**config.mk**
```make
export PLATFORM = sky130hd
export DESIGN_NAME = block_allocator
export DESIGN_NICKNAME = d
export VERILOG_FILES = /design/src/rtl/alloc_pkg.sv /design/src/rtl/alloc_block_ptr.sv /design/src/rtl/block_allocator.sv
export SDC_FILE = /design/constraint.sdc
export NUM_CORES = 1
export LEC_CHECK = 0
export ABC_AREA = 1
export CORE_UTILIZATION = 40
export DETAILED_ROUTE_END_ITERATION = 8
export PLACE_DENSITY = 0.79
export RECOVER_POWER = 50
export SLEW_MARGIN = 15
export SYNTH_ARGS = -nofsm -noshare
export SYNTH_HDL_FRONTEND = slang
export SYNTH_SLANG_ARGS = --single-unit
```
**constraint.sdc**
```tcl
create_clock -name clock -period 1.6 [get_ports clock]
set_input_delay 0.24 -clock clock [delete_from_list [all_inputs] [get_ports clock]]
set_output_delay 0.24 -clock clock [all_outputs]
set_load 0.05 [all_outputs]
```
**src/rtl/alloc_pkg.sv**
```systemverilog
// Shared definitions for the card-list block allocator.
// Contents: FSM state encoding, header used-bit index helper, the NULL block
// address, and block-index <-> base-address helpers.
// Related build option: ALLOC_NEXT_FIT_EN (consumed by block_allocator).
package alloc_pkg;

  typedef enum logic [2:0] {
    ST_IDLE  = 3'd0,
    ST_ISSUE = 3'd1,
    ST_WAIT  = 3'd2,
    ST_CHECK = 3'd3,
    ST_WRITE = 3'd4,
    ST_DONE  = 3'd5
  } state_t;

  // Block 0 doubles as the list terminator, so its base address is NULL.
  localparam int unsigned NULL_ADDR = 0;

  // The used flag lives in the MSB of a block's first (header) word.
  function automatic int unsigned hdr_used_bit(input int unsigned data_w);
    return data_w - 1;
  endfunction

  function automatic int unsigned block_base(input int unsigned idx,
                                             input int unsigned block_words);
    return idx * block_words;
  endfunction

  function automatic int unsigned block_index(input int unsigned addr,
                                              input int unsigned block_words);
    return addr / block_words;
  endfunction

endpackage

```
**src/rtl/alloc_block_ptr.sv**
```systemverilog
// Block-index scan pointer for the allocator.
// Ports:
//   clock, reset  clock / asynchronous active-high reset (index -> 1, count -> 0)
//   restart       load index 1 (first block after NULL)
//   clear_cnt     zero the checked-candidate count
//   inc           advance index (wrapping NUM_BLOCKS-1 -> 1) and bump the count
//   idx_nxt       index value after this cycle's load/increment (combinational)
//   last          the current candidate is the final one of a full scan
module alloc_block_ptr #(
  parameter int NUM_BLOCKS = 32,
  parameter int IDX_W      = 5
) (
  input  logic             clock,
  input  logic             reset,
  input  logic             restart,
  input  logic             clear_cnt,
  input  logic             inc,
  output logic [IDX_W-1:0] idx_nxt,
  output logic             last
);

  logic [IDX_W-1:0] idx;
  logic [IDX_W-1:0] cnt;
  logic [IDX_W-1:0] idx_wrap;

  // Block 0 is the NULL block, so wrapping lands on 1, never 0.
  assign idx_wrap = (idx == IDX_W'(NUM_BLOCKS - 1)) ? IDX_W'(1) : idx + IDX_W'(1);

  always_comb begin
    idx_nxt = idx;
    if (restart)  idx_nxt = IDX_W'(1);
    else if (inc) idx_nxt = idx_wrap;
  end

  // cnt = candidates already rejected in this scan; the scan has
  // NUM_BLOCKS-1 candidates, so the last one is seen at NUM_BLOCKS-2.
  assign last = (cnt == IDX_W'(NUM_BLOCKS - 2));

  always_ff @(posedge clock or posedge reset) begin
    if (reset) begin
      idx <= IDX_W'(1);
      cnt <= '0;
    end else begin
      idx <= idx_nxt;
      if (clear_cnt) cnt <= '0;
      else if (inc)  cnt <= cnt + IDX_W'(1);
    end
  end

endmodule

```
**src/rtl/block_allocator.sv**
```systemverilog
// Allocator/free engine for the card-list RAM; owns the RAM port while busy.
// ALLOC scans block headers for one with the used MSB clear, sets it and
// returns the block base address. FREE clears the used bit of a block.
// Build option: ALLOC_NEXT_FIT_EN -> next-fit scan (start after the last
// allocation); undefined -> first-fit (every scan starts at block 1).
// Ports:
//   clock, reset          clock / asynchronous active-high reset
//   alloc_req, free_req   1-cycle request pulses, sampled only in IDLE
//   free_addr             base address of the block to free
//   busy, done            operation in flight / 1-cycle completion pulse
//   alloc_ok, err         result flags, valid with done
//   out_address           last allocated base address
//   ram_address/data/wren registered RAM port; ram_q read data (2-cycle read)
//   fsm_state             current FSM state for debug/observation
// Handshake: a request is accepted when it is seen in IDLE; busy rises the
// next cycle and stays high through the done pulse; requests arriving while
// busy are dropped. FREE wins when both requests arrive together.
module block_allocator
  import alloc_pkg::*;
#(
  parameter int ADDR_W      = 10,
  parameter int DATA_W      = 32,
  parameter int BLOCK_WORDS = 32
) (
  input  logic              clock,
  input  logic              reset,
  input  logic              alloc_req,
  input  logic              free_req,
  input  logic [ADDR_W-1:0] free_addr,
  output logic              busy,
  output logic              done,
  output logic              alloc_ok,
  output logic              err,
  output logic [ADDR_W-1:0] out_address,
  output logic [ADDR_W-1:0] ram_address,
  output logic [DATA_W-1:0] ram_data,
  output logic              ram_wren,
  input  logic [DATA_W-1:0] ram_q,
  output state_t            fsm_state
);

  localparam int NUM_BLOCKS = (2 ** ADDR_W) / BLOCK_WORDS;
  localparam int IDX_W      = $clog2(NUM_BLOCKS);
  localparam int USED_BIT   = int'(hdr_used_bit(DATA_W));
  localparam logic [ADDR_W-1:0] OFF_MASK = ADDR_W'(BLOCK_WORDS - 1);
  localparam logic [DATA_W-1:0] HDR_SET  = DATA_W'(1) << USED_BIT;
`ifdef ALLOC_NEXT_FIT_EN
  localparam bit NEXT_FIT = 1'b1;
`else
  localparam bit NEXT_FIT = 1'b0;
`endif

  state_t           state, state_nxt;
  logic             is_free;
  logic             bad_free;
  logic             free_bad_now;
  logic             ptr_restart, ptr_clear, ptr_inc, ptr_last;
  logic [IDX_W-1:0] ptr_nxt;
  logic [ADDR_W-1:0] cand_base;
  logic             unused_q;

  assign fsm_state    = state;
  assign unused_q     = ^ram_q[USED_BIT-1:0];
  assign free_bad_now = (free_addr == ADDR_W'(NULL_ADDR)) || ((free_addr & OFF_MASK) != '0);
  assign cand_base    = ADDR_W'(block_base(32'(ptr_nxt), BLOCK_WORDS));

  alloc_block_ptr #(.NUM_BLOCKS(NUM_BLOCKS), .IDX_W(IDX_W)) u_ptr (
    .clock     (clock),
    .reset     (reset),
    .restart   (ptr_restart),
    .clear_cnt (ptr_clear),
    .inc       (ptr_inc),
    .idx_nxt   (ptr_nxt),
    .last      (ptr_last)
  );

  always_comb begin
    state_nxt   = state;
    ptr_restart = 1'b0;
    ptr_clear   = 1'b0;
    ptr_inc     = 1'b0;
    unique case (state)
      ST_IDLE: begin
        if (free_req) begin
          state_nxt = ST_WRITE;
        end else if (alloc_req) begin
          state_nxt   = ST_ISSUE;
          ptr_clear   = 1'b1;
          ptr_restart = !NEXT_FIT;
        end
      end
      ST_ISSUE: state_nxt = ST_WAIT;
      ST_WAIT:  state_nxt = ST_CHECK;
      ST_CHECK: begin
        if (!ram_q[USED_BIT]) begin
          state_nxt = ST_WRITE;
        end else begin
          // Advance even on the final candidate: in next-fit this returns
          // the pointer to where the failed scan began.
          ptr_inc   = 1'b1;
          state_nxt = ptr_last ? ST_DONE : ST_ISSUE;
        end
      end
      ST_WRITE: begin
        state_nxt = ST_DONE;
        ptr_inc   = NEXT_FIT && !is_free;
      end
      ST_DONE:  state_nxt = ST_IDLE;
      default:  state_nxt = ST_IDLE;
    endcase
  end

  // RAM-port and status registers are loaded on the edge that enters the
  // state they belong to, so the read address is on the port for the whole
  // ISSUE/WAIT window and write enable covers exactly the WRITE cycle.
  always_ff @(posedge clock or posedge reset) begin
    if (reset) begin
      state       <= ST_IDLE;
      is_free     <= 1'b0;
      bad_free    <= 1'b0;
      busy        <= 1'b0;
      done        <= 1'b0;
      alloc_ok    <= 1'b0;
      err         <= 1'b0;
      out_address <= '0;
      ram_address <= '0;
      ram_data    <= '0;
      ram_wren    <= 1'b0;
    end else begin
      state    <= state_nxt;
      busy     <= (state_nxt != ST_IDLE);
      done     <= (state_nxt == ST_DONE);
      alloc_ok <= 1'b0;
      err      <= 1'b0;
      ram_wren <= 1'b0;
      unique case (state)
        ST_IDLE: begin
          if (free_req) begin
            is_free     <= 1'b1;
            bad_free    <= free_bad_now;
            ram_address <= free_addr;
            ram_data    <= '0;
            ram_wren    <= !free_bad_now;
          end else if (alloc_req) begin
            is_free     <= 1'b0;
            bad_free    <= 1'b0;
            ram_address <= cand_base;
          end
        end
        ST_CHECK: begin
          if (!ram_q[USED_BIT]) begin
            ram_data <= HDR_SET;
            ram_wren <= 1'b1;
          end else if (!ptr_last) begin
            ram_address <= cand_base;
          end
        end
        ST_WRITE: begin
          // Results are published only once the header write has completed,
          // so a reset during WRITE leaves nothing reported as allocated.
          if (!is_free) out_address <= ram_address;
          alloc_ok <= !is_free;
          err      <= is_free && bad_free;
        end
        default: ;
      endcase
    end
  end

endmodule
```
; ---- Yosys cells after proc, flatten, opt, wreduce, memory -nomap -nowiden
; Cells that the tools add are included.
[op_classes]
addsub = 2
mul = 0
div = 0
magnitude_cmp = 0
eq_ne = 12
n_shift = 0
n_mux = 31
bitwise_logic = 1
reduce_logical = 15
[op_table]
columns = cell, n
row1 = $mux 32, 2
row2 = $pmux 32 s2, 1
row3 = $mux 10, 4
row4 = $mux 5, 5
row5 = $pmux 10 s2, 1
row6 = $pmux 3 s5, 1
row7 = $mux 1, 12
row8 = $mux 3, 4
row9 = $add 5x1->5 const B, 2
row10 = $eq 5x5->1 const B, 2
row11 = $logic_not 10->1, 1
row12 = $reduce_bool 10->1, 1
row13 = $ne 2x2->1 const B, 4
row14 = $eq 3x2->1 const B, 2
row15 = $eq 3x3->1 const B, 2
row16 = $reduce_bool 2->1, 3
row17 = $reduce_and 2->1, 2
row18 = $reduce_and 4->1, 1
row19 = $eq 3x1->1 const B, 1
row20 = $logic_not 3->1, 1
row21 = $ne 3x3->1 const B, 1
row22 = $reduce_and 3->1, 1
row23 = $reduce_bool 3->1, 1
row24 = $logic_not 1->1, 2
row25 = other kinds (4), 4
[totals]
register_bits = 72
latchBits = 0
ram_bits = 0
mem_bits_ro = 0
inputBits = 46
output_inout_bits = 60
mem_count = 0

; ---- Logic depth before layout (Yosys ltp)
[depth]
word_depth = 7
mapped_depth = 11
depth_no_buf = 11

; ---- Cells and area by module
; A second synthesis with hierarchy kept.
[unflattened]
cells_unflattened = 292
hier_area_um2 = 2224.6
[modules_own_cells]
columns = mod, instances, cells_per_inst, area_per_inst_um2, seq_area_each_um2
row1 = block_allocator, 1, 228, 1691.6, 775.7
row2 = alloc_block_ptr, 1, 64, 533.0, 251.5

; ---- Worst setup path before layout
; Ideal clock, no wire load.
[synth_path]
kind = register to register
start = register state[2], in the netlist fsm_state[2]
end = register ram_address[7]
setup_ns = 0.120
t_arrival_ns = 1.486
required_time_ns = 1.480
setup_slack_ns = -0.007
path_stages_with_launch = 9
path_buffers = 1
path_cell_list = dfrtp_1 inv_2 nand4_1 buf_2 nand2_1 nand3_1 inv_1 o21ai_1 nand2_1
[synth_via]
elab_chain_cells = 7
elab_cells_between_ends = 16
classes_between = 4 x eq/ne / 9 x mux / 3 x reduce/logical
[synth_lines]
columns = item, line_no
row1 = "start, declared", block_allocator.sv:53  ; state_t state, state_nxt;
row2 = "start signal, assigned", block_allocator.sv:130  ; state <= state_nxt;
row3 = $eq 3x2->1, block_allocator.sv:82  ; unique case (state)
row4 = $mux 1, block_allocator.sv:82
row5 = $mux 5, alloc_block_ptr.sv:32  ; else if (inc) idx_nxt = idx_wrap;
row6 = $mux 5 (*), alloc_block_ptr.sv:31  ; if (restart) idx_nxt = IDX_W'(1);
row7 = named net cand_base[7], block_allocator.sv:59  ; logic [ADDR_W-1:0] cand_base;
row8 = "$mux 10, on equally long branches", "block_allocator.sv:154, block_allocator.sv:144"
row9 = "$mux 10, on equally long branches", "block_allocator.sv:151, block_allocator.sv:138"
row10 = $pmux 10 s2 (*), block_allocator.sv:136  ; unique case (state)
row11 = "end signal, assigned", block_allocator.sv:141  ; ram_address <= free_addr;
row12 = "end signal, assigned", block_allocator.sv:147  ; ram_address <= cand_base;
row13 = "end signal, assigned", block_allocator.sv:155  ; ram_address <= cand_base;
row14 = "end, declared", block_allocator.sv:35  ; output logic [ADDR_W-1:0] ram_address,
; The timed path passes the listed nets; every way through them passes the cells marked *. The select of a mux whose other input is x is not followed.
; A chain may end at the register's enable or synchronous reset.

; ---- Worst setup path in the final report
[layout_path]
start = register u_ptr.idx[0]
end = register ram_address[7]
[layout_via]
elab_chain_cells = 7
elab_cells_between_ends = 10
classes_between = 1 x add/sub / 1 x eq/ne / 8 x mux
[layout_lines]
columns = item, line_no
row1 = "start, declared", alloc_block_ptr.sv:22  ; logic [IDX_W-1:0] idx;
row2 = "start signal, assigned", alloc_block_ptr.sv:44  ; idx <= idx_nxt;
row3 = $add 5x1->5 / $eq 5x5->1 (equally long branches), alloc_block_ptr.sv:27  ; assign idx_wrap = (idx == IDX_W'(NUM_BLOCKS - 1)) ? IDX_W'(1) : idx + IDX_W'(1);
row4 = $mux 5 (*), alloc_block_ptr.sv:27
row5 = $mux 5 (*), alloc_block_ptr.sv:32
row6 = $mux 5 (*), alloc_block_ptr.sv:31
row7 = named net cand_base[7], block_allocator.sv:59
row8 = "$mux 10, on equally long branches", "block_allocator.sv:154, block_allocator.sv:144"
row9 = "$mux 10, on equally long branches", "block_allocator.sv:151, block_allocator.sv:138"
row10 = $pmux 10 s2 (*), block_allocator.sv:136
; Marks and branches as above.

==> summary.md <==
| Metric | Value |
|---|---|
| Status | finished clean |
| Final Hold Viols | 0 |
| Clk_skew | 0.006105 ns |
| Clock power share | between 10% and 20% |
| Placed Cells | 380 |
| Port Buffers | 43 |
| Met3 wire length | between 200 and 250 um |
| Seq pwr share | between 30% and 40% |
| Hold crit path type | reg2reg |
| Pwr Density | around 2100 mW/mm2 |
| Clk Latency, worst-skew pair | roughly 0.29 ns |
| Critical path endpoint category | flip-flop |
| Setup crit start kind | flip-flop |
| Post-synth top area cell | dfrtp_1 |
| Slew margin rel. | 33.54% |
| Worst Hold Depth | 2 |
| Synthesis Warnings | 0 |
| M1 WL | 1938 um |
| Fin crit period | 1.571 ns |
| Pleak | between 1 and 1.5 nW |
| Post-route setup TNS | 0 ns |
| CP delay by family, top | flip-flops |
| P_sw | between 0.002 and 0.003 W |
| Sinks on the clock net | a little over 40 |
| Final std cells w/o fill | just under 400 |
| Core area | between 0.005 and 0.006 mm2 |
| Setup ws final | about 0.029 ns |
| Slew @ Worst Pin | 0.9970 ns |
| Drt drc | 0 |
| CTS Hold Buffers Added | 0 |
| Fillcell total | around 500 |
| Htree depth | 2 |
| Worst setup path class | reg2reg |
| Final setup fails | 0 |
| RSZ-0062 raised after global routing | yes |
| Area share of the largest cell type after synthesis | between 40% and 50% |
| Antenna violations before repair | 0 |
| Chip Width | about 76 um |
| Dpl ws | -0.05619 ns |
| P_int | 0.003009 W |
| CP max stage cell | dfstp_2 |
| DRT iter0 DRCs | between 100 and 150 |
| Vias in the first global route | ~1600 |
| GP Congestion | 0.7940 |
| Total Wirelength | 4390 um |
| Sw Ratio | approximately half |
| Peak supply drop | between 0.9 and 1 mV |
| Initial core utilization | between 40% and 50% |
| Critical path required time | 1.78 ns |
| Ratio of cells with drive above 1 in the final layout | around 23% |
| Crit. path cell count | 11 |
| Max_cap viols | 0 |
| Vias | about 1700 |
| Seq/Total Area, Yosys | between 40 and 50% |
| Clock slew at reported path FFs | approximately 0.070 ns |
| Post-detail-place hpwl | ~3300 um |
| R2R depth | 11 |
| Ports | approximately 110 |
| Cells after synthesis | roughly 260 |
| Synth Cell Area | roughly 0.0022 mm2 |
| Syn Area/Cell | approximately 8.4 um2 |
| Largest net degree at the start of global routing | 42 |
| Clk root buf | clkbuf_8 |
| Crit path buf inv count | 2 |
| Yosys reg bits | a little over 40 |
| Critical-path cell list | ha_4 -> nand2_4 -> nor2_4 -> ha_4 -> inv_4 -> nand3_2 -> nand2_1 -> nand3_2 -> inv_2 -> o21ai_2 -> nand2_1 |
| Total grt overflow | 0 |
| # nets final | about 370 |
| First-pass GRT wire length | 7224 um |
| Routed vias/inst | ~4.4 |
| Total die area | approximately 0.0058 mm2 |
| Final core utilization | between 50% and 60% |
| Clock buffer depth | 2 |
| Layout area overhead | 25.69% |
| Synth area leaders | dfrtp_1, buf_4, nand2_1 |
| Max stage delay on crit path | slightly below 0.6 ns |
| Routed len/inst | 11.17 um |
| Post-synthesis cell type count | 28 |
| Inserted Clock Buffers | 5 |
| Final ANT Viol Nets | 0 |
| Antenna cell count | 0 |
| Worst Path Max Fanout | 3 |
| Max Freq | between 600 and 700 MHz |
| Fin crit share | 98.20% |
| Pre-antenna DRT Iters | 5 |
| Top sig layer | met4 |
| Data arrival, critical path | 1.75 ns |
| Die height | between 70 and 80 um |
| Row count | 26 |
| All-Layer GR Usage | between 10% and 20% |
| Fin. max-slew vios | 0 |
| CTS tree | done |
| Met2 WL post-DR | roughly 2200 um |
| Comb pwr share | a little under three fifths |
[cells by family (layout without fill, tap and decap cells)]
logic type / after synthesis / in the layout / share of synthesized area (%)
AND/OR/NAND/NOR: 118 / 118 / 25.47
flip-flops: 41 / 41 / 46.46
other: 1 / 31 / 0.1696
AO/OA/AOI/OAI: 27 / 27 / 7.074
adder cells (fa/ha/maj): 4 / 4 / 2.264
buffers and inverters: 72 / 102 / 18.56
[final timing paths]
| check | start | to | slack (ns) |
|---|---|---|---|
| hold reg to reg | out_address[5] | out_address[5] | 0.47 |
| setup / recovery | u_ptr.idx[0] | ram_address[7] | 0.03 |
| hold / removal | out_address[5] | out_address[5] | 0.47 |
| max in group asynchronous | reset | fsm_state[2] | 0.21 |
| setup reg to reg | u_ptr.idx[0] | ram_address[7] | 0.03 |
| min in group asynchronous | reset | out_address[6] | 0.71 |
[worst register-to-register path, cell delays in order, from the launching register on]
cell     delay [ns]
dfstp_2        0.58
ha_4           0.16
nand2_4        0.06
nor2_4         0.10
ha_4           0.15
inv_4          0.04
nand3_2        0.04
nand2_1        0.07
nand3_2        0.08
inv_2          0.04
o21ai_2        0.10
nand2_1        0.06
[layer usage]
layer / vias to the layer above / track usage (%)
li1: 883 / -
met1: 802 / 18.64
met2: 52 / 27.57
met3: 5 / 4.192
met4: 0 / 3.846
met5: - / 0
[power groups by stage]
stage                     Combinational, W  Sequential (W)  Clock (W)
after floorplan                    0.00132         0.00281          0
after global placement             0.00317         0.00179          0
after detailed placement           0.00323         0.00181          0
after CTS                          0.00329         0.00180   0.000873
after global routing               0.00354         0.00187   0.000922
final                              0.00331         0.00181   0.000853
[synth_stat cells]
| library cell | instances |
|---|---|
| dfrtp_1 | 40 |
| and3_1 | 1 |
| conb_1 | 1 |
| a21oi_1 | 6 |
| inv_1 | 33 |
| inv_2 | 4 |
| nand4_2 | 1 |
| ha_1 | 4 |
| nand3_4 | 1 |
| o21ai_2 | 5 |
| nand2_1 | 55 |
| o21ai_0 | 11 |
| nand2_4 | 1 |
| nor2_4 | 4 |
| nand2_2 | 3 |
| o21ai_1 | 4 |
| nor3_1 | 4 |
| o211ai_1 | 1 |
| dfstp_2 | 1 |
| nand4_1 | 5 |
| buf_6 | 3 |
| nand3_1 | 17 |
| buf_2 | 1 |
| nor2_2 | 1 |
| nand3_2 | 1 |
| buf_4 | 31 |
| nor2_1 | 23 |
| and2_1 | 1 |
[area by class of cell]
class                   count  area [um2]  share of cell area, %
clock buffers               7       86.33                  3.107
flip-flops and latches     41        1030                  37.06
inverters                  37       141.4                  5.088
clock inverters             1       30.03                  1.081
multi-input cells         180       947.2                  34.08
well taps                  70       87.58                  3.152
repair buffers             57       456.7                  16.43
[registers in the layout, indices dropped and copies added (netlist names)]
register,count
alloc_ok,1
done,1
bad_free,1
fsm_state,3
out_address,10
u_ptr.idx,5
err,1
u_ptr.cnt,5
busy,1
ram_data,1
is_free,1
ram_address,10
ram_wren,1
[layout by cell type, fill, tap and decap left out, types with 3 or more instances in the layout]
cell type and instances:
clkbuf_8 6, buf_12 3, o21ai_2 6, buf_4 28
nand3_2 4, clkdlybuf4s50_1 13, nor3_1 4, inv_1 30
nor2_1 21, o21ai_1 3, nand2_2 3, nand2_1 54
inv_2 6, a21oi_1 6, nor2_4 5, nand4_1 5
clkbuf_1 12, dfrtp_1 38, nand3_1 14, conb_1 31
o21ai_0 11
[per-stage QoR]
stage	hold WS (ns)	instance area [um2]	total power, W
after global routing	0.5068	2779	0.006333
after CTS	0.3134	2770	0.005966
after detailed placement	0.4609	2616	0.005040
after floorplan	0.3869	2325	0.004129
final	0.4745	2779	0.005972
after global placement	0.4565	2616	0.004959
[timing repair]
item                       in CTS  in global routing
setup endpoints to repair       3                  7
gates cloned                    0                  0
pin swaps                       6                  5
gates resized for setup         6                 12
setup buffers                   2                  3
Power figures use the tool's default switching activity.
